[src/rtl/uart_tx_ctrl.sv]
// 8N1 UART transmitter that drains a show-ahead FIFO and serializes bytes LSB first.
// Back-to-back bytes are popped in the final stop-bit cycle, so frames follow with no idle gap.
module uart_tx_ctrl #(
    parameter int unsigned CLK_HZ = 100_000_000,
    parameter int unsigned BAUD   = 9600
) (
    input  logic       clk,
    input  logic       rst,
    input  logic       fifo_empty,
    input  logic [7:0] fifo_data,
    output logic       fifo_pop,
    output logic       tx,
    output logic       tx_busy
);

    localparam int unsigned DIV = CLK_HZ / BAUD;
    localparam int unsigned CW  = (DIV >= 2) ? $clog2(DIV) : 1;
    localparam logic [CW-1:0] LAST = CW'(DIV - 1);

    generate
        if (DIV < 2) begin : g_div_check
            $error("uart_tx_ctrl: CLK_HZ/BAUD must be at least 2");
        end
    endgenerate

    typedef enum logic [1:0] {IDLE, START, DATA, STOP} state_t;

    state_t        state_q, state_d;
    logic [CW-1:0] baud_cnt_q, baud_cnt_d;
    logic [2:0]    bit_idx_q, bit_idx_d;
    logic [7:0]    shreg_q, shreg_d;
    logic          tx_q, tx_d;
    logic          tx_busy_q, tx_busy_d;
    logic          bit_end;

    always_comb begin
        bit_end    = (baud_cnt_q == LAST);
        fifo_pop   = rst & ~fifo_empty & ((state_q == IDLE) | ((state_q == STOP) & bit_end));

        state_d    = state_q;
        baud_cnt_d = baud_cnt_q;
        bit_idx_d  = bit_idx_q;
        shreg_d    = shreg_q;
        tx_d       = tx_q;
        tx_busy_d  = tx_busy_q;

        if (state_q != IDLE) begin
            baud_cnt_d = bit_end ? '0 : baud_cnt_q + 1'b1;
        end

        case (state_q)
            START: begin
                if (bit_end) begin
                    state_d   = DATA;
                    bit_idx_d = '0;
                    tx_d      = shreg_q[0];
                end
            end
            DATA: begin
                if (bit_end) begin
                    if (bit_idx_q != 3'd7) begin
                        shreg_d   = {1'b0, shreg_q[7:1]};
                        bit_idx_d = bit_idx_q + 3'd1;
                        tx_d      = shreg_q[1];
                    end else begin
                        state_d = STOP;
                        tx_d    = 1'b1;
                    end
                end
            end
            STOP: begin
                if (bit_end) begin
                    state_d   = IDLE;
                    tx_busy_d = 1'b0;
                    tx_d      = 1'b1;
                end
            end
            default: ;
        endcase

        // A pop (from IDLE or the last stop cycle) overrides the STOP->IDLE fall-through.
        if (fifo_pop) begin
            shreg_d    = fifo_data;
            state_d    = START;
            baud_cnt_d = '0;
            tx_d       = 1'b0;
            tx_busy_d  = 1'b1;
        end
    end

    always_ff @(posedge clk or negedge rst) begin
        if (!rst) begin
            state_q    <= IDLE;
            baud_cnt_q <= '0;
            bit_idx_q  <= '0;
            shreg_q    <= '0;
            tx_q       <= 1'b1;
            tx_busy_q  <= 1'b0;
        end else begin
            state_q    <= state_d;
            baud_cnt_q <= baud_cnt_d;
            bit_idx_q  <= bit_idx_d;
            shreg_q    <= shreg_d;
            tx_q       <= tx_d;
            tx_busy_q  <= tx_busy_d;
        end
    end

    assign tx      = tx_q;
    assign tx_busy = tx_busy_q;

endmodule

[config.mk]
export PLATFORM = sky130hd
export DESIGN_NAME = uart_tx_ctrl
export DESIGN_NICKNAME = d
export VERILOG_FILES = /design/src/rtl/uart_tx_ctrl.sv
export SDC_FILE = /design/constraint.sdc
export NUM_CORES = 1
export LEC_CHECK = 0
export CAP_MARGIN = 40
export CORE_MARGIN = 2
export CORE_UTILIZATION = 50
export CTS_BUF_LIST = sky130_fd_sc_hd__clkbuf_16
export CTS_CLUSTER_DIAMETER = 40
export DETAILED_ROUTE_END_ITERATION = 8
export DONT_BUFFER_PORTS = 1
export GPL_ROUTABILITY_DRIVEN = 0
export SLEW_MARGIN = 20
export SYNTH_ARGS = -nofsm -noshare
export SYNTH_HDL_FRONTEND = slang
export SYNTH_SLANG_ARGS = --single-unit
[constraint.sdc]
create_clock -name clk -period 2.8 [get_ports clk]
set_input_delay 0.42 -clock clk [delete_from_list [all_inputs] [get_ports clk]]
set_output_delay 0.42 -clock clk [all_outputs]
set_load 0.02 [all_outputs]
Word level (Yosys, flattened, before mapping)
Index checks and enable logic that the tools add are counted.
Widths: inputs -> output; s select.
{ "word_totals": {"reg_bits": 29, "in_bits": 11, "out_inout_bits": 3} }
{ "op_classes": {"n_mux": 26, "addsub": 2, "reduce_logical": 14, "n_eq_ne": 12, "n_bitwise": 5} }
{ "op_table": {"columns": ["cell", "n"], "rows": [
  ["$mux 14", 3],
  ["$mux 8", 4],
  ["$ne 3x3->1 const B", 5],
  ["$add 14x1->14 const B", 1],
  ["$eq 14x14->1 const B", 1],
  ["$reduce_bool 2->1", 7],
  ["$mux 2", 5],
  ["$mux 3", 3],
  ["$mux 1", 8],
  ["$reduce_and 4->1", 2],
  ["$ne 2x2->1 const B", 3],
  ["$pmux 2 s3", 1],
  ["$pmux 3 s2", 1],
  ["$reduce_and 5->1", 1],
  ["$eq 2x2->1 const B", 2],
  ["$reduce_bool 4->1", 1],
  ["$add 3x1->3 const B", 1],
  ["$and 1x1->1", 3],
  ["$pmux 1 s3", 1],
  ["$reduce_and 3->1", 1],
  ["$eq 2x1->1 const B", 1],
  ["$logic_not 2->1", 1],
  ["$reduce_and 2->1", 1],
  ["$not 1->1", 1],
  ["$or 1x1->1", 1]
]} }

Longest topological paths before layout
Gate-level depths: netlist of the first run.
{ "depth": {"depth_word": 6, "depth_mapped": 6, "depth_no_buf": 6} }

Worst setup path after synthesis of the first run
Ideal clock, no wire load.
{ "synth_timing": {"path_type": "register to register", "startpoint": "register bit_idx_q[0]", "endpoint": "register shreg_q[3]", "setup_ns": 0.125, "required_time_ns": 2.675, "n_path_buf": 0, "arrival_time_ns": 1.881, "period_less_slack_ns": 2.006, "path_stages_with_launch": 7, "setup_slack_ns": 0.794, "path_cell_list": "dfrtp_1 ha_1 ha_1 nor4bb_1 nand4_2 mux2_2 mux2_4"} }
{ "synth_via": {"elab_chain_cells": 3} }
{ "synth_lines": {"columns": ["element", "line_no", "source"], "rows": [
  ["start: declaration", "30", "logic [2:0] bit_idx_q, bit_idx_d;"],
  ["start signal: assignment", "102", "bit_idx_q <= bit_idx_d;"],
  ["$ne 3x3->1", "61", "if (bit_idx_q != 3'd7) begin"],
  ["$reduce_bool 2->1 (no line)", null, null],
  ["$reduce_and 3->1 (no line)", null, null],
  ["end signal: assignment", "103", "shreg_q <= shreg_d;"],
  ["end: declaration", "31", "logic [7:0] shreg_q, shreg_d;"]
]} }
Every way passes these cells.
A chain may end at the register's enable or synchronous reset.

Worst setup path in the final report of the first run
{ "layout_timing": {"startpoint": "register baud_cnt_q[0]", "endpoint": "output port fifo_pop"} }
{ "layout_via": {"elab_chain_cells": 4} }
{ "layout_lines": {"columns": ["element", "line_no", "source"], "rows": [
  ["start: declaration", "29", "logic [CW-1:0] baud_cnt_q, baud_cnt_d;"],
  ["start signal: assignment", "101", "baud_cnt_q <= baud_cnt_d;"],
  ["$eq 14x14->1", "37", "bit_end = (baud_cnt_q == LAST);"],
  ["$and 1x1->1", "38", "fifo_pop = rst & ~fifo_empty & ((state_q == IDLE) | ((state_q == STOP) & bit_end));"],
  ["$or 1x1->1", "38", null],
  ["$and 1x1->1", "38", null],
  ["end: declaration", "11", "output logic fifo_pop,"]
]} }
Every way passes these cells.

==> results.cfg, run 1 <==
[power]
p_leak_nw = 0.857
ir_worst_vdd_v = 0.000484
power.total_w = 0.00174
power.density_mw_per_mm2 = 883

[worst_setup_path]
cp.arrival_ns = 1.93
regToRegSetupSlack_ns = 0.46
timing.rr.start = bit_idx_q[0]
end_kind = output pin
path_class = reg2out
r2r-end = shreg_q[3]
worst_setup_path_start_kind = flip-flop
r2r_cells = 6
worst-path-max-fanout = 13
critical_path_required_ns = 2.38

[clock_tree]
h-tree-depth = 2
cts_tree = built
post_cts_resize_count = 0
insertion_delay_ns = 0.27
numCtsBuffers = 5
clk_pin_slew_ns = 0.05
cts_root_buffer = clkbuf_16
cts.path.max_buffers = 2
cts.sinks = 29

[global_route]
grt_use_total = 0.200
grt_pass1_wl_microns = 6230
antenna_found_initial = 0
overflow = 0
grt_pass1_vias = 1329
grt_max_degree = 30

[floorplan]
die_x_microns = 63.4
start_util = 0.524
coreArea_sq_mm = 0.00336
ios = 14
die_h_microns = 63.4
dieArea_sq_mm = 0.00401
fp-row-count = 21

[yosys]
yosys_warnings = 0
synth-async-reset-ratio = 1.00
synth_compound_area_frac = 0.156
yosysSeqAreaShare = 0.413
yosysTopAreaCell = dfrtp_1
synth_edf_count = 0
synth.top_cells.by_area = dfrtp_1 (40%), mux2_2 (6.4%), ha_1 (5.0%)
synth_top_family_by_area = simple AND/OR/NAND/NOR gates
netlist.area_leader.share = 0.398
ys_seq_elements = 29
yosysUniqueCellTypes = 49
synth_adder_area_share = 0.0497
synth_xor_area_frac = 0.0447
synth_ff_type = dfrtp_1
avgSynthCellArea_sq_um = 10.9
synth-simple-area-share = 0.197
syn_nets = 180
synthMuxAreaShare = 0.104
postSynthCellCount = 162
syn_area_sq_mm = 0.00176

[place]
post-dp-hpwl_microns = 2410
numPortBuffers = 0
dpl_cell_area_sq_mm = 0.00180

[sta]
whs_ns = 0.277
slew_headroom = 0.627
rsz0062_at_grt = no
slew_violations = 0
timing.final.crit_share = 0.838
hold_viol = 0
max_freq_mhz = 426
fin_setup_tns_ns = 0
tightest_slew_ns = 0.545
clock_skew_ns = 0.00475
min_period_ns = 2.35
setup_viol = 0

[run]
max_cap_viol_count = 0

[worst_hold_path]
worstHoldPathType = in2reg
worstHoldStart = fifo_data[7]
whs_path_depth = 2
min_to = shreg_q[7]

[drt]
wl_microns = 3520
drcViolationCount = 0
drt_first_pass_iters = 4
wl_met2_microns = 1740
vias_per_cell = 6.00
wl_per_cell_microns = 16.5
ant_nets = 0
wl_met3_microns = 142
met1_length_microns = 1580
num_vias = 1277
top_layer = met4
drt_iter0_markers = 89

[cells_and_area]
nNetsFinal = 184
final_common_cell = dfrtp_1
fin_util = 0.586
final_cell_mix = dfrtp_1 (28), nor2_1 (10), mux2_2 (10)
antennaDiodeCount = 0
area_growth_pct = 11.8
fin_area_sq_mm = 0.00197
layout-drive-gt1-share = 0.222

[outcome]
status = complete, no violations
[stage by stage]
stage | worst slack, ns | instances
after floorplan | 0.794 | 162
after global placement | 0.557 | 203
after detailed placement | 0.447 | 203
after CTS | 0.429 | 213
after global routing | 0.308 | 213
final | 0.454 | 213
[routing by layer]
| layer | track usage | vias up |
|---|---|---|
| li1 | - | 612 |
| met4 | 0.0815 | 0 |
| met5 | 0 | - |
| met3 | 0.0536 | 5 |
| met1 | 0.246 | 634 |
| met2 | 0.332 | 26 |
[power by group]
part / leakage, nW / internal [W] / switching [W]
combinational: 0.421 / 0.000263 / 0.000286
clock: 0.0696 / 0.000325 / 0.000191
sequential: 0.367 / 0.000552 / 0.000121
[what timing repair did]
action	4_1_cts	5_1_grt
endpoints found under the hold margin	29	0
hold buffers	2	0
setup buffers	0	0
[logic make-up after synthesis]
kind of cell,Yosys count
DFF,29
and+or+nand+nor,53
buffers and inverters,14
AOI/OAI and AO/OA,35
adders and majority gates,7
muxes,15
xor gates and xnor gates,9
[layout make-up]
class                           count  area [sq um]
Multi-Input combinational cell    119           971
Timing Repair Buffer                4          45.0
Tap cell                           46          57.6
Fill cell                         309          1390
Inverter                            7          26.3
Clock buffer                        5           125
Sequential cell                    29           727
Clock inverter                      3          17.5
[registers in the layout, summed over array words and instances, names as in the netlist]
register / count
bit_idx_q: 3
tx: 1
tx_busy: 1
state_q: 2
shreg_q: 8
baud_cnt_q: 14
[cells in the mapped netlist, types with 3 or more instances]
| library cell | count |
|---|---|
| a2111oi_0 | 3 |
| a211oi_1 | 3 |
| a21oi_1 | 3 |
| buf_2 | 3 |
| clkbuf_1 | 3 |
| dfrtp_1 | 28 |
| ha_1 | 7 |
| inv_1 | 7 |
| mux2_2 | 10 |
| mux2_4 | 4 |
| nand2_1 | 7 |
| nand2b_1 | 3 |
| nand3_1 | 7 |
| nand4_1 | 4 |
| nor2_1 | 10 |
| nor2b_1 | 4 |
| o21ai_0 | 7 |
| o31ai_1 | 3 |
| xnor2_1 | 8 |
[worst max path at each step]
stage | startpoint | endpoint | slack [ns] | depth (start not counted)
2_1_floorplan | bit_idx_q[0] | shreg_q[3] | 0.79 | 6
3_3_place_gp | bit_idx_q[0] | shreg_q[3] | 0.56 | 6
3_5_place_dp | bit_idx_q[0] | shreg_q[5] | 0.45 | 6
4_1_cts | bit_idx_q[0] | shreg_q[3] | 0.43 | 6
5_1_grt | bit_idx_q[0] | shreg_q[3] | 0.31 | 6
6_report | baud_cnt_q[0] | fifo_pop | 0.45 | 5
[worst max-delay path: stages, from the launching register on]
cell and delay [ns]:
dfrtp_1 0.42, ha_1 0.23, and4_1 0.31, nand4_4 0.19
o31ai_4 0.21, buf_4 0.29
(Power assumes the default switching activity.)
==> run 2: changes to the inputs <==
--- a/config.mk
+++ b/config.mk
@@ -5,6 +5,7 @@
 export SDC_FILE = /design/constraint.sdc
 export NUM_CORES = 1
 export LEC_CHECK = 0
+export ABC_AREA = 1
 export CAP_MARGIN = 40
 export CORE_MARGIN = 2
 export CORE_UTILIZATION = 50
@@ -13,6 +14,7 @@
 export DETAILED_ROUTE_END_ITERATION = 8
 export DONT_BUFFER_PORTS = 1
 export GPL_ROUTABILITY_DRIVEN = 0
+export PLACE_DENSITY = 0.68
 export SLEW_MARGIN = 20
 export SYNTH_ARGS = -nofsm -noshare
 export SYNTH_HDL_FRONTEND = slang
==> constraint.sdc (replaced) <==
create_clock -name clk -period 1.9 [get_ports clk]
set_input_delay 0.285 -clock clk [delete_from_list [all_inputs] [get_ports clk]]
set_output_delay 0.285 -clock clk [all_outputs]
set_load 0.02 [all_outputs]
==> run 2 against run 1 <==
Net effect:
- synthesized cell count up 36%
- utilization increased by 3.4 points
- worst setup slack got worse by 0.34 ns
- hold slack got worse by 0.14 ns
- synthesized area shrank 5.9%
- non-clock buffer count increased by 4
- critical path depth up 2
- register-to-register slack worse by 0.25 ns
- global-route usage barely moved
- flip-flop and latch count is the same
- count of clock-buffer cells in the layout stayed put
- first-iteration DRC count up 15%
- highest routed layer unchanged
==> results.cfg, run 2 <==
[worst_hold_path]
worstHoldPathType = in2reg
whs_path_depth = 2

[worst_setup_path]
cpPeakStageDelay_ns = 0.37
slowest_stage = dfrtp_1
crit_top_cell = nand3_2
r2r_cells = 11
end_kind = output pin
worst_setup_path_start_kind = flip-flop
cp.arrival_ns = 1.50
cp.depth = 7
regToRegSetupSlack_ns = 0.21
worst-path-max-fanout = 11
crit_family = simple AND/OR/NAND/NOR gates
crit_buf_inv = 1
critical_path_required_ns = 1.62
crit_chain = ha_2 > nand3_2 > nor2_2 > nand3_2 > nand2_1 > nand2_4 > inv_4
path_class = reg2out

[sta]
clock_skew_ns = 0.00888
timing.final.crit_share = 0.940
tightest_slew_ns = 0.290
hold_viol = 0
fin_setup_tns_ns = 0
min_period_ns = 1.79
whs_ns = 0.141
fin_ws_ns = 0.114
slew_violations = 0
max_freq_mhz = 560
setup_viol = 0
slew_headroom = 0.807

[drt]
ant_nets = 0
met1_length_microns = 1500
wl_met2_microns = 1550
wl_per_cell_microns = 11.9
drt_first_pass_iters = 4
num_vias = 1413
drcViolationCount = 0
wl_met3_microns = 178
vias_per_cell = 5.08
wl_microns = 3300
top_layer = met4
drt_iter0_markers = 102

[cells_and_area]
ff_latch_area_sq_um = 727
multi_input_area_sq_um = 807
nNetsFinal = 251
final_common_cell = nand2_1
final_cell_mix = nand2_1 (58), inv_1 (31), nor2_1 (28), dfrtp_1 (28), o21ai_0 (13)
final_cells = 278
area_growth_pct = 16.0
largest_reg_flops = 14
regMostFlops = baud_cnt_q
layout-drive-gt1-share = 0.115
top_regs = baud_cnt_q: 14 flops, shreg_q: 8 flops, bit_idx_q: 3 flops
fin_area_sq_mm = 0.00192
antennaDiodeCount = 0
fillers = 293

[floorplan]
dieArea_sq_mm = 0.00379
die_h_microns = 61.6
coreArea_sq_mm = 0.00310
die_x_microns = 61.6
start_util = 0.534
ios = 14
fp-row-count = 20

[global_route]
grt_pass1_vias = 1256
antenna_found_initial = 0
overflow = 0
grt_use_total = 0.200
grt_max_degree = 30
grt_pass1_wl_microns = 5430

[yosys]
yosysMostFrequentCell = nand2_1
synth-async-reset-ratio = 1.00
yosysTopAreaCell = dfrtp_1
ys_seq_elements = 29
yosysUniqueCellTypes = 25
netlist.area_leader.share = 0.423
syn_area_sq_mm = 0.00166
synth_ff_type = dfrtp_1
synth.top_cells.by_area = dfrtp_1 (42%), nand2_1 (13%), inv_1 (6.8%)
syn_nets = 239
yosysSeqAreaShare = 0.438
yosys_warnings = 0
synth_top_cells_by_count = nand2_1 (59), inv_1 (30), nor2_1 (30)
postSynthCellCount = 221
synth_edf_count = 0
avgSynthCellArea_sq_um = 7.50

[place]
numPortBuffers = 0
dp_cells = 266
post-dp-hpwl_microns = 2350
dpl_cell_area_sq_mm = 0.00172
pre_cts_slack_ns = 0.132

[power]
power.density_mw_per_mm2 = 702
ir_worst_vdd_v = 0.000581
p_leak_nw = 0.993

[clock_tree]
numCtsBuffers = 5
cts_root_buffer = clkbuf_16
cts_tree = built
cts.sinks = 29
cts.path.max_buffers = 2
insertion_delay_ns = 0.27
clk_pin_slew_ns = 0.05
h-tree-depth = 2

[run]
max_cap_viol_count = 0

[outcome]
status = complete, no violations
==> run 2: cell types whose count changed after synthesis, moves of 5 or more <==
cell     delta
o21ai_0     +6
mux2_2     -10
nor2_1     +20
nand2_1    +52
xnor2_1     -8
inv_1      +23
nand3_1     +5
==> run 2: worst paths after layout <==
check                                    from      endpoint
worst min register to register   bit_idx_q[0]  bit_idx_q[0]
max in group asynchronous                 rst            tx
worst max-delay path            baud_cnt_q[1]      fifo_pop
worst max register to register   bit_idx_q[0]    shreg_q[4]
worst min-delay path             fifo_data[7]    shreg_q[7]
min in group asynchronous                 rst       tx_busy
==> run 2: what timing repair did <==
item,4_1_cts,5_1_grt
gates resized for setup,3,5
setup endpoints to repair,1,12
setup buffers,0,2
hold endpoints to repair,29,0
hold buffers,2,0
==> run 2: area by class of cell <==
type	count	share of cell area
repair buffers	8	0.0390
clock buffers	5	0.0651
multi-input cells	157	0.420
flip-flops and latches	29	0.378
inverters	32	0.0638
clock inverters	3	0.00586
well taps	44	0.0286
==> run 2: through the flow <==
| step | power, W | utilization |
|---|---|---|
| 6_report | 0.00135 | 0.620 |
| 2_1_floorplan | 0.000631 | - |
| 3_3_place_gp | 0.000632 | 0.555 |
| 3_5_place_dp | 0.000632 | 0.555 |
| 5_1_grt | 0.00141 | 0.620 |
| 4_1_cts | 0.00138 | 0.610 |
==> run 2: power breakdown <==
part	total (W)	switching (W)	internal (W)
Combinational	0.0000213	0.0000150	0.00000630
Clock	0.000708	0.000241	0.000467
Sequential	0.000619	0	0.000619
==> run 2: worst reg2reg max path, stage by stage (launching register included) <==
cell and delay (ns):
dfrtp_1 0.39, ha_1 0.20, ha_1 0.19, nor2_2 0.14, inv_1 0.09, nor2_2 0.16
buf_4 0.16, nand2_1 0.04, o21ai_0 0.06, nand2_1 0.06, nand2_1 0.05, inv_1 0.04
==> run 2: kinds of logic (layout without fill, tap and decap cells) <==
family	Yosys count	after routing	share of synthesized area
AOI/OAI and AO/OA	28	28	0.0974
DFF	29	29	0.438
adders and majority gates	7	7	0.0528
and+or+nand+nor	118	118	0.305
xor gates and xnor gates	4	4	0.0211
buffers and inverters	35	48	0.0853
==> run 2: per-layer routing <==
metal,vias to the layer above,global-route usage
met2,34,0.302
met4,0,0.106
li1,730,-
met3,7,0.0546
met1,642,0.261
met5,-,0
